--- src/rtl/token_writer.sv ---
// Token writer: ORs, clears or tests a 4-wide shape against board rows through
// a read-modify-write port and reports overlap, overflow and off-board rows.
module token_writer #(
  parameter int COLS   = 10,
  parameter int ROWS   = 32,
  parameter int ADDR_W = 5,
  parameter int TOK_H  = 4
) (
  input  logic              clk,
  input  logic              reset,
  input  logic              start,
  input  logic [1:0]        tok_id,
  input  logic [ADDR_W-1:0] base_row,
  input  logic [3:0]        col_shift,
  input  logic [1:0]        mode,
  input  logic [COLS-1:0]   rd_data,
  output logic [ADDR_W-1:0] address,
  output logic [COLS-1:0]   wr_data,
  output logic              wr_en,
  output logic              busy,
  output logic              done,
  output logic              collision
);

  localparam int PW = COLS + 4;

  typedef enum logic [2:0] {IDLE, RD, MRG, WR, DONE} state_t;

  state_t            state, stateNext;
  logic [1:0]        tokReg;
  logic [1:0]        modeReg;
  logic [ADDR_W-1:0] baseReg;
  logic [3:0]        shiftReg;
  logic [1:0]        rowIdx;
  logic [COLS-1:0]   rowData;

  logic [3:0]        shapeBits;
  logic [PW-1:0]     placed;
  logic [ADDR_W:0]   rowAddr;
  logic              rowInRange;
  logic              lastRow;
  logic              overlap;
  logic              overflow;

  function automatic logic [3:0] shapeRow(input logic [1:0] id, input logic [1:0] r);
    logic [3:0] bits;
    bits = 4'b0000;
    case ({id, r})
      4'b00_00, 4'b00_01: bits = 4'b0011;
      4'b01_00, 4'b01_01: bits = 4'b0001;
      4'b01_10:           bits = 4'b0011;
      4'b10_00:           bits = 4'b0111;
      4'b10_01:           bits = 4'b0010;
      4'b11_00, 4'b11_01,
      4'b11_10, 4'b11_11: bits = 4'b0001;
      default:            bits = 4'b0000;
    endcase
    return bits;
  endfunction

  // Row address carries one extra bit so rows past the board are detected, not wrapped.
  assign shapeBits  = shapeRow(tokReg, rowIdx);
  assign placed     = {{COLS{1'b0}}, shapeBits} << shiftReg;
  assign rowAddr    = {1'b0, baseReg} + {{(ADDR_W-1){1'b0}}, rowIdx};
  assign rowInRange = (32'(rowAddr) < 32'(ROWS));
  assign lastRow    = (rowIdx == 2'(TOK_H - 1));
  assign overlap    = ((placed[COLS-1:0] & rd_data) != '0);
  assign overflow   = (placed[PW-1:COLS] != '0);

  always_ff @(posedge clk or posedge reset) begin
    if (reset) state <= IDLE;
    else       state <= stateNext;
  end

  always_ff @(posedge clk or posedge reset) begin
    if (reset) begin
      tokReg    <= '0;
      modeReg   <= '0;
      baseReg   <= '0;
      shiftReg  <= '0;
      rowIdx    <= '0;
      rowData   <= '0;
      collision <= 1'b0;
    end else begin
      case (state)
        IDLE: begin
          if (start) begin
            tokReg    <= tok_id;
            modeReg   <= mode;
            baseReg   <= base_row;
            shiftReg  <= col_shift;
            rowIdx    <= '0;
            collision <= 1'b0;
          end
        end
        MRG: begin
          rowData <= rd_data;
          // Off-board rows have no meaningful read data; only a nonzero shape row counts.
          if (rowInRange) begin
            if (overlap || overflow) collision <= 1'b1;
          end else if (shapeBits != 4'b0000) begin
            collision <= 1'b1;
          end
        end
        WR: begin
          if (!lastRow) rowIdx <= rowIdx + 2'd1;
        end
        default: ;
      endcase
    end
  end

  always_comb begin
    stateNext = state;
    address   = '0;
    wr_data   = '0;
    wr_en     = 1'b0;
    busy      = 1'b0;
    done      = 1'b0;
    case (state)
      IDLE: begin
        if (start) stateNext = RD;
      end
      RD: begin
        busy      = 1'b1;
        address   = rowAddr[ADDR_W-1:0];
        stateNext = MRG;
      end
      MRG: begin
        busy      = 1'b1;
        address   = rowAddr[ADDR_W-1:0];
        stateNext = WR;
      end
      WR: begin
        busy    = 1'b1;
        address = rowAddr[ADDR_W-1:0];
        case (modeReg)
          2'b00: begin
            wr_data = rowData | placed[COLS-1:0];
            wr_en   = rowInRange;
          end
          2'b01: begin
            wr_data = rowData & ~placed[COLS-1:0];
            wr_en   = rowInRange;
          end
          default: wr_data = rowData;
        endcase
        stateNext = lastRow ? DONE : RD;
      end
      DONE: begin
        done      = 1'b1;
        stateNext = IDLE;
      end
      default: stateNext = IDLE;
    endcase
  end

endmodule

--- config.mk ---
export PLATFORM = sky130hd
export DESIGN_NAME = token_writer
export DESIGN_NICKNAME = d
export VERILOG_FILES = /design/src/rtl/token_writer.sv
export SDC_FILE = /design/constraint.sdc
export NUM_CORES = 1
export LEC_CHECK = 0
export CAP_MARGIN = 30
export CORE_MARGIN = 1
export CORE_UTILIZATION = 46
export DETAILED_ROUTE_END_ITERATION = 10
export HOLD_SLACK_MARGIN = 0.1
export MAX_ROUTING_LAYER = met4
export PLACE_DENSITY = 0.77
export SLEW_MARGIN = 20
export SYNTH_ARGS = -nofsm -noshare
export SYNTH_HDL_FRONTEND = slang
export SYNTH_SLANG_ARGS = --single-unit
--- constraint.sdc ---
create_clock -name clk -period 2.3 [get_ports clk]
set_input_delay 0.575 -clock clk [delete_from_list [all_inputs] [get_ports clk]]
set_output_delay 0.575 -clock clk [all_outputs]
set_load 0.005 [all_outputs]
# == Word-level counts from Yosys, hierarchy flattened ==
# Memories as Yosys holds them, arrays and structs flattened.
# Index checks and enable logic that the tools add are counted.
# word_totals
regBits,29
latch_bits,0
mem_bits_rw,0
romBits,48
in_bits,26
mem_count,1
# classes
addsub,2
n_mul,0
n_div,0
order_cmp,1
n_eq_ne,10
shift,1
muxes,18
bitwise,4
n_reduce_logical,13
# mem_list
memory,words,width,rd,rd_ports_with_merged_regs,write_ports,line_no,text
(no name shown),16,3,1,0,0,48,"case ({id, r})"
# op_table
op,count
10-bit AND,2
10-bit case mux with 2 select lines,1
4-bit by 4-bit << shifter with 14-bit output,1
3-bit case mux with 4 select lines,1
10-bit 2-to-1 mux,1
10-bit NOT,1
10-bit OR,1
10-bit nonzero test,1
1-bit 2-to-1 mux,8
4-bit nonzero test,2
5-bit by 2-bit adder with 6-bit output,1
"3-bit by 2-bit == test with 1-bit output, second input constant",2
"6-bit < comparator, second input constant",1
3-bit 2-to-1 mux,2
"3-bit inequality test, second input constant",2
5-bit 2-to-1 mux,1
2-bit 2-to-1 mux,2
"2-bit inequality test, second input constant",2
2-bit case mux with 2 select lines,1
4-bit AND reduction,1
2-bit nonzero test,2
"3-bit by 1-bit == test with 1-bit output, second input constant",1
"3-bit == test, second input constant",1
3-bit logical NOT,1
other kinds (10),10

# == Depth between registers and ports, before layout ==
# Gate-level depths: netlist of the first run.
# An unclocked memory read counts as a cell.
# logic_depth
ltp_word,8
mapped_depth,7

# == Least setup slack after synthesis of the first run ==
# OpenSTA, ideal clock, no wires.
# synth_path
kind,flip-flop to output port
start,register rowIdx[1]
end,output port wr_data[2]
arrival_time_ns,1.786
required_ns,1.725
slack_ns,-0.061
stages_incl_launch_ff,8
path_cell_list,dfrtp_1 > inv_1 > ha_1 > or3b_4 > o211a_4 > mux2i_2 > o21ai_0 > a21oi_1
# synth_via
elab_chain_cells,6
word_cells_on_any_way,7
classes_between,1 x shift; 2 x mux; 3 x bitwise; 1 x memory
# synth_lines
element,line_no,text
"start, declared",34,logic [1:0] rowIdx;
"start signal, assigned",106,if (!lastRow) rowIdx <= rowIdx + 2'd1;
memory read 16 x 3 bit (*),-,
4-bit by 4-bit << shifter with 14-bit output (*),63,"assign placed = {{COLS{1'b0}}, shapeBits} << shiftReg;"
10-bit NOT,143,wr_data = rowData & ~placed[COLS-1:0];
10-bit AND,143,
10-bit case mux with 2 select lines (*),137,case (modeReg)
10-bit 2-to-1 mux (*),120,case (state)
"end, declared",18,"output logic [COLS-1:0] wr_data,"
# Every way passes the cells marked *; elsewhere a longest branch is shown, timed or not.

# == Worst setup path after layout of the first run ==
# layout_path
start,register rowIdx[0]
end,output port wr_data[7]
# The elaborated chain is that of the path after synthesis.

==> results of run 1 <==
cell families after synthesis:
kind of cell / Yosys count
flops: 29
mux: 28
xor+xnor: 5
buf+inv: 23
fa+ha+maj: 6
compound gates: 51
simple gates: 69
power by group:
| group | switching (mW) | leakage (nW) | internal [mW] |
|---|---|---|---|
| logic | 1.44 | 0.950 | 1.82 |
| clock network | 0.204 | 0.0574 | 0.352 |
| registers | 0.285 | 0.342 | 0.773 |
final timing paths:
kind / start / endpoint / slack [ns] / depth (start not counted)
worst max-delay path: rowIdx[0] / wr_data[7] / -0.55 / 9
worst min-delay path: reset / collision / 0.51 / 2
worst max register to register: rowIdx[0] / collision / -0.06 / 14
worst min register to register: rowData[9] / rowData[9] / 0.51 / 1
max in group asynchronous: reset / rowData[4] / 1.32 / 3
min in group clk: rowData[9] / rowData[9] / 0.51 / 1
layout make-up:
type                    count  area, µm²
clock buffers               6       82.6
inverters                   9       33.8
well taps                  50       62.6
fillers                   274        927
clock inverters             2       37.5
repair buffers            110        890
flip-flops and latches     29        731
multi-input cells         159       1380
metrics by stage:
stage,hold WS (ns),std cells,power (mW),utilization,area (µm²)
after floorplan,0.474,211,2.54,-,2050
after global placement,0.485,330,3.65,0.668,2770
after detailed placement,0.494,330,3.69,0.668,2770
after CTS,0.511,357,4.61,0.746,3090
after global routing,0.528,365,5.24,0.776,3220
final,0.506,365,4.88,0.776,3220
state kept, by name, indices dropped and copies added, names as in the netlist:
| name | cells |
|---|---|
| baseReg | 5 |
| collision | 1 |
| modeReg | 2 |
| rowData | 10 |
| rowIdx | 2 |
| shiftReg | 4 |
| state | 3 |
| tokReg | 2 |
repair_timing:
item	4_1_cts	5_1_grt
gates resized for setup	83	30
setup buffers	19	9
hold endpoints to repair	0	0
setup endpoints to repair	17	17
pin swaps	21	25
critical path: stages (launching register included):
cell and delay, ns:
dfrtp_1 0.43, inv_2 0.12, ha_4 0.14, and3b_2 0.24
a311oi_2 0.06, o21a_1 0.22, buf_4 0.15, or3_1 0.37
a21oi_1 0.14, buf_2 0.13
cell usage in the layout, fill, tap and decap left out, types with 4 or more instances in the layout:
cell,synthesis,routed
clkbuf_8,0,6
dfrtp_1,29,25
buf_2,8,14
mux2_2,22,22
nor2b_1,4,4
buf_4,1,57
clkdlybuf4s50_1,0,28
mux2i_1,4,4
nand2_1,7,7
a21oi_2,0,4
buf_6,2,9
and2_1,4,4
or3_4,1,4
inv_1,9,6
dfrtp_2,0,4
a21oi_1,13,8
o21ai_0,16,11
nor2_1,20,19
routing by layer:
metal,GRT usage,vias up,part of all wire
met4,0.0765,0,0.014
li1,-,976,-
met3,0.0493,14,0.063
met5,-,-,0
met1,0.384,1013,0.44
met2,0.456,76,0.48
==> impl_metrics.tcl, run 1 <==
set metrics [dict create \
    status "complete, but fails checks" \
    violations "setup timing" \
    synth_fa_ha_area_frac 0.0403 \
    finalCritPeriodShare 1.24 \
    tns_ns -6.31 \
    yosysUniqueCellTypes 57 \
    initial_core_util 0.495 \
    ir_drop_mv 0.682 \
    cts-root-buf "clkbuf_8" \
    skew_ns 0.0101 \
    drt_iter0_drc 169 \
    slew_headroom 0.748 \
    pre_cts_slack_ns -0.475 \
    rsz0062_at_grt "yes" \
    power.density_mw_per_mm2 1520 \
    finalNetCount 346 \
    yosys_warnings 0 \
    grt.overflow.total 0 \
    ys_ff_latch 29 \
    synthTopCellsByArea "dfrtp_1 (35%), mux2_2 (12%), o21ai_0 (3.9%)" \
    path_class "flop to primary output" \
    grt.total_usage 0.289 \
    finalSetupViolCount 16 \
    synth_area_per_cell_um2 9.71 \
    io_buffer_count 44 \
    ys_seq_area_frac 0.354 \
    layout-drive-gt1-share 0.502 \
    hp-class "input pin to async pin" \
    wire_per_inst_um 16.7 \
    cts_max_path_buffers 2 \
    fp.coreArea_mm2 0.00414 \
    htreeDepth 2 \
    die-area_mm2 0.00473 \
    die_x_um 68.8 \
    ys.flop_type "dfrtp_1" \
    cts-hold-fix-buffers 0 \
    clkTransAtPathRegs_ns 0.07 \
    slew_violations 0 \
    yosysTopAreaCell "dfrtp_1" \
    arrival_ns 2.27 \
    drc_errors 0 \
    netlist_top_cells_count "dfrtp_1 (29), mux2_2 (22), nor2_1 (20)" \
    synth_top_family_by_area "simple AND/OR/NAND/NOR gates" \
    crit_path_start_kind "flop" \
    fmax_ghz 0.351 \
    tightest_slew_ns 0.376 \
    synth_nets 243 \
    dr.pass1.iters 4 \
    clock-sinks 29 \
    clk_latency_ns 0.29 \
    crit_required_ns 1.73 \
    finalHoldViolations 0 \
    crit_path_end_kind "primary output" \
    antenna_found_initial 0 \
    area_delta_synth_final_pct 57.0 \
    async_reset_ff_frac 1.00 \
    synth-simple-area-share 0.193 \
    gp_congestion 0.985 \
    wl_um 6100 \
    dieHeight_um 68.8 \
    grt_pass1_wl_um 9490 \
    p_leak_nw 1.35 \
    grt_start_max_net_pins 16 \
    synth_top_area_share 0.354 \
    setup_ws_ns -0.550 \
    max_cap_violations 0 \
    synth_edf_count 0 \
    antenna_cells 0 \
    period_minus_slack_ns 2.85 \
    path_max_fanout 4 \
    synth_most_common_cell "dfrtp_1" \
    num_rows 23 \
    routed_via_density 5.70 \
    cts_made_buffers 5 \
    dpl.hpwl_um 4210 \
    synth-compound-area-share 0.177 \
    synthMuxAreaShare 0.158 \
    vias 2079 \
    tritoncts "done" \
    antenna_left 0 \
    netlist_area_mm2 0.00205 \
    synthXorXnorAreaFrac 0.0214 \
    ioPinCount 45 \
    grt_pass1_vias 1977 \
    syn_inst 211 \
]
Note: power is estimated with default switching activity, not from simulation.
==> inputs of run 2 (changes only) <==
PLACE_DENSITY = 0.76   (was 0.77)
==> run 2 against run 1 <==
The flow still finishes with violations (setup timing). Core utilization up 0.54 points. Routed wire length up 11%. Non-clock buffer count is 6 lower. Clock power is 23% lower. Flip-flop and latch count stayed put. Die area did not move. Via count shrank 0.63%. Clock skew is 0.0024 ns lower. Worst setup slack better by 0.096 ns. Power grew 1.4%. Global-route usage up 2.7 points. Largest cell class unchanged. Largest power group unchanged. Highest routed layer unchanged.
==> impl_metrics.tcl, run 2 (same netlist as run 1, synthesis figures left out) <==
set metrics [dict create \
    cts_max_path_buffers 2 \
    gp_congestion 0.961 \
    crit_path_end_kind "primary output" \
    routed_via_density 5.77 \
    die-area_mm2 0.00473 \
    multi_input_area_mm2 0.00145 \
    die_x_um 68.8 \
    crit_path_start_kind "flop" \
    final_util 0.782 \
    period_minus_slack_ns 2.75 \
    fmax_ghz 0.363 \
    dr.pass1.iters 4 \
    startpoint "rowIdx[1]" \
    slew_headroom 0.712 \
    grt_start_max_net_pins 16 \
    grt.total_usage 0.316 \
    max_cap_violations 0 \
    p_leak_nw 1.34 \
    final_cell_mix "buf_4 (49), clkdlybuf4s50_1 (28), dfrtp_1 (24)" \
    r2r-end "collision" \
    swShare 0.421 \
    drc_errors 0 \
    largest_reg_flops 10 \
    antenna_left 0 \
    top_regs "rowData (10), baseReg (5), shiftReg (4)" \
    slowest_stage "dfrtp_2" \
    worstHoldEndpoint "rowData[5]" \
    finalCritPeriodShare 1.20 \
    tritoncts "done" \
    rsz0062_at_grt "yes" \
    ioPinCount 45 \
    timing.hold.ws_ns 0.506 \
    violations "setup timing" \
    slew_violations 0 \
    reg2reg_depth 10 \
    dp_cells 327 \
    cts-root-buf "clkbuf_8" \
    fill_cells 273 \
    path_max_fanout 5 \
    grt.overflow.total 0 \
    rr_startpoint "rowIdx[1]" \
    clk_latency_ns 0.29 \
    arrival_ns 2.18 \
    wl_um 6750 \
    path_class "flop to primary output" \
    regArea_um2 732 \
    ir_drop_mv 0.859 \
    switching_power_mw 2.08 \
    setup_ws_ns -0.453 \
    tns_ns -5.36 \
    critPathTopFamily "simple AND/OR/NAND/NOR gates" \
    clkTransAtPathRegs_ns 0.06 \
    power.density_mw_per_mm2 1530 \
    antenna_cells 0 \
    vias 2066 \
    combinationalPowerShare 0.696 \
    final_cell_count_no_fill 358 \
    slowest_delay_ns 0.44 \
    clock-sinks 29 \
    io_buffer_count 44 \
    finalNetCount 340 \
    fp.coreArea_mm2 0.00414 \
    tightest_slew_ns 0.432 \
    status "complete, but fails checks" \
    finalSetupViolCount 14 \
    crit_top_cell "buf_6" \
    area_delta_synth_final_pct 58.1 \
    grt_pass1_wl_um 10200 \
    drt_iter0_drc 185 \
    wire_per_inst_um 18.8 \
    layout_commonest_cell "buf_4" \
    num_rows 23 \
    layout-drive-gt1-share 0.481 \
    clkPwrFrac 0.086 \
    min_from "rowData[5]" \
    dpl.hpwl_um 4210 \
    finalHoldViolations 0 \
    grt_pass1_vias 2099 \
    cts_made_buffers 5 \
    critical_path_buf_inv_count 3 \
    crit_required_ns 1.73 \
    skew_ns 0.00774 \
    hp-class "flop to flop" \
    dieHeight_um 68.8 \
    power.internal_mw 2.86 \
    htreeDepth 2 \
    min_delay_path_depth 1 \
    sequentialPowerShare 0.218 \
    regMostFlops "rowData" \
    r2r_slack_ns 0.14 \
    initial_core_util 0.495 \
    antenna_found_initial 0 \
    worstPathCellList "buf_6 > ha_4 > and3b_2 > o211ai_1 > o21a_1 > buf_6 > or3_4 > a21oi_2 > buf_2" \
]
-- run 2: worst max-delay path by stage --
stage,slack (ns),end,depth (start not counted)
3_5_place_dp,-0.47,wr_data[2],8
6_report,-0.45,wr_data[7],9
5_1_grt,-0.56,wr_data[9],8
4_1_cts,-0.43,wr_data[7],9
3_3_place_gp,-0.45,wr_data[2],8
2_1_floorplan,0.03,wr_data[2],7
-- run 2: layer usage --
| metal | vias up | GRT usage | routed length [µm] |
|---|---|---|---|
| met4 | 0 | 0.153 | 279 |
| li1 | 965 | - | - |
| met5 | - | - | 0 |
| met1 | 1004 | 0.394 | 2930 |
| met3 | 24 | 0.0592 | 281 |
| met2 | 73 | 0.493 | 3250 |
-- run 2: worst register-to-register path: stages, from the launching register on --
cell and delay, ns:
dfrtp_2 0.46, buf_6 0.14, ha_4 0.14, and3b_2 0.25, o211ai_1 0.21, o21a_1 0.23, buf_6 0.12, buf_4 0.09
buf_4 0.10, o221a_4 0.16, a41oi_2 0.12
-- run 2: area by class of cell --
type,instances,share of cell area
inverter,9,0.0112
timing repair buffer,104,0.270
sequential,29,0.226
clock buffer,7,0.0267
multi-input combinational,159,0.447
tap,50,0.0193
-- run 2: metrics by stage --
stage / cell area [µm²] / power, mW / worst slack [ns]
final: 3240 / 4.94 / -0.453
after floorplan: 2050 / 2.54 / 0.0327
after global routing: 3240 / 5.22 / -0.555
after global placement: 2750 / 3.63 / -0.450
after detailed placement: 2750 / 3.67 / -0.473
after CTS: 3130 / 4.61 / -0.435
-- run 2: power groups by stage --
stage          registers (mW)  logic [mW]  clock network (mW)
6_report                 1.08        3.44               0.427
5_1_grt                  1.10        3.66               0.460
4_1_cts                  1.04        3.14               0.434
3_5_place_dp             1.03        2.65                   0
3_3_place_gp             1.01        2.62                   0
2_1_floorplan           0.926        1.61                   0
-- run 2: timing repair --
item / in CTS / in global routing
setup endpoints to repair: 17 / 16
setup buffers: 22 / 5
gates resized for setup: 105 / 14
hold buffers: 0 / 0
pin swaps: 33 / 19
==> inputs of run 3 (changes only) <==
MAX_ROUTING_LAYER = default   (was met4)
==> run 3 against run 2 <==
The flow still finishes with violations (setup timing). First-iteration DRC count down 18%. Clock-buffer cell count unchanged. Sequential power down 5%. Critical path depth unchanged. Sequential share of layout area up 1.3 points. Power down 8.7%. Die area unchanged.
==> impl_metrics.tcl, run 3 (same netlist as run 1, synthesis figures left out) <==
set metrics [dict create \
    status "complete, but fails checks" \
    violations "setup timing" \
    layout_commonest_cell "buf_4" \
    clkPwrFrac 0.104 \
    area_delta_synth_final_pct 48.8 \
    antenna_cells 0 \
    dr.pass1.iters 4 \
    setup_ws_ns -0.503 \
    grt_pass1_wl_um 9320 \
    switching_power_mw 1.86 \
    power.total_mw 4.51 \
    ioPinCount 45 \
    clock-sinks 29 \
    clkTransAtPathRegs_ns 0.07 \
    fp.coreArea_mm2 0.00414 \
    min_delay_path_depth 1 \
    combinationalPowerShare 0.668 \
    cts-hold-fix-buffers 0 \
    arrival_ns 2.23 \
    drc_errors 0 \
    regMostFlops "rowData" \
    grt_start_max_net_pins 17 \
    htreeDepth 2 \
    final_util 0.736 \
    path_class "flop to primary output" \
    io_buffer_count 44 \
    finalHoldViolations 0 \
    grt.overflow.total 0 \
    top_regs "rowData (10), baseReg (5), shiftReg (4)" \
    tritoncts "done" \
    antenna_found_initial 0 \
    crit_required_ns 1.73 \
    slew_violations 0 \
    die-area_mm2 0.00473 \
    ir_drop_mv 0.706 \
    grt_pass1_vias 1915 \
    sequentialPowerShare 0.228 \
    initial_core_util 0.495 \
    drt_iter0_drc 151 \
    finalSetupViolCount 15 \
    rsz0062_at_grt "yes" \
    period_minus_slack_ns 2.80 \
    wl_um 5840 \
    slew_headroom 0.696 \
    reg2reg_depth 10 \
    finalCritPeriodShare 1.22 \
    die_x_um 68.8 \
    cts-root-buf "clkbuf_8" \
    fmax_ghz 0.357 \
    clk_latency_ns 0.28 \
    skew_ns 0.00629 \
    power.internal_mw 2.66 \
    layout-drive-gt1-share 0.438 \
    cts_made_buffers 5 \
    dp_cells 326 \
    hp-class "flop to flop" \
    largest_reg_flops 10 \
    swShare 0.412 \
    wire_per_inst_um 16.8 \
    routed_via_density 5.75 \
    fill_cells 298 \
    fin_area_mm2 0.00305 \
    finalNetCount 328 \
    cts_max_path_buffers 2 \
    pre_cts_slack_ns -0.480 \
    tightest_slew_ns 0.455 \
    gp_congestion 1.04 \
    final_cell_mix "buf_4 (46), clkdlybuf4s50_1 (29), dfrtp_1 (27)" \
    crit_path_end_kind "primary output" \
    antenna_left 0 \
    dpl.hpwl_um 4030 \
    max_cap_violations 0 \
    dpl_cell_area_mm2 0.00274 \
    power.density_mw_per_mm2 1480 \
    dieHeight_um 68.8 \
    vias 1996 \
    path_max_fanout 5 \
    grt.total_usage 0.274 \
    crit_path_start_kind "flop" \
    num_rows 23 \
    p_leak_nw 1.26 \
    final_cell_count_no_fill 347 \
]
==> run 3: changes by cell type in the layout (fill, tap and decap cells not counted), sizes merged <==
cell	change
dlygate4sd2	+1
clkbuf	+1
clkdlybuf4s50	+1
clkinv	+1
buf	-15
==> run 3: power groups by stage <==
stage	Sequential [mW]	Clock (mW)	Combinational [mW]
2_1_floorplan	0.926	0	1.61
3_3_place_gp	1.00	0	2.59
3_5_place_dp	1.02	0	2.62
4_1_cts	1.02	0.474	2.82
5_1_grt	1.07	0.498	3.26
6_report	1.03	0.470	3.01
==> run 3: routing by layer <==
metal | global-route usage | wire [µm] | vias up
li1 | - | - | 942
met1 | 0.362 | 2570 | 954
met2 | 0.425 | 2800 | 84
met3 | 0.0609 | 320 | 16
met4 | 0.130 | 150 | 0
met5 | 0 | 0 | -
==> run 3: layout make-up <==
type,instances,area (µm²),area share
Clock inverter,1,5.00,0.00164
Timing Repair Buffer,92,751,0.246
Multi-Input combinational cell,159,1370,0.450
Tap cell,50,62.6,0.0205
Clock buffer,7,96.3,0.0316
Sequential cell,29,728,0.239
Inverter,9,33.8,0.0111
==> run 3: through the flow <==
step,setup TNS [ns],hold slack (ns)
CTS,-4.56,0.508
global route,-6.02,0.525
global placement,-4.59,0.484
detailed placement,-5.00,0.494
floorplan,0,0.474
finish,-4.64,0.505
==> run 3: worst max-delay path: stages, from the launching register on <==
cell      delay, ns
dfrtp_1        0.43
inv_2          0.10
ha_1           0.15
and3b_2        0.24
buf_4          0.13
o211ai_1       0.09
o21a_1         0.16
or3_1          0.34
a21oi_2        0.16
buf_2          0.13
==> run 3: worst paths after layout <==
path	start	to	slack, ns
worst max-delay path	rowIdx[0]	wr_data[7]	-0.50
worst min-delay path	rowData[1]	rowData[1]	0.50
worst max register to register	rowIdx[0]	collision	0.21
worst min register to register	rowData[1]	rowData[1]	0.50
max in group asynchronous	reset	tokReg[0]	1.49
min in group asynchronous	reset	collision	0.61
==> run 3: what timing repair did <==
| item | CTS | global route |
|---|---|---|
| buffers inserted | 9 | 5 |
| resized for setup | 74 | 14 |
| pin swaps | 29 | 15 |
| hold endpoints to repair | 0 | 0 |
| endpoints found under the setup margin | 16 | 16 |
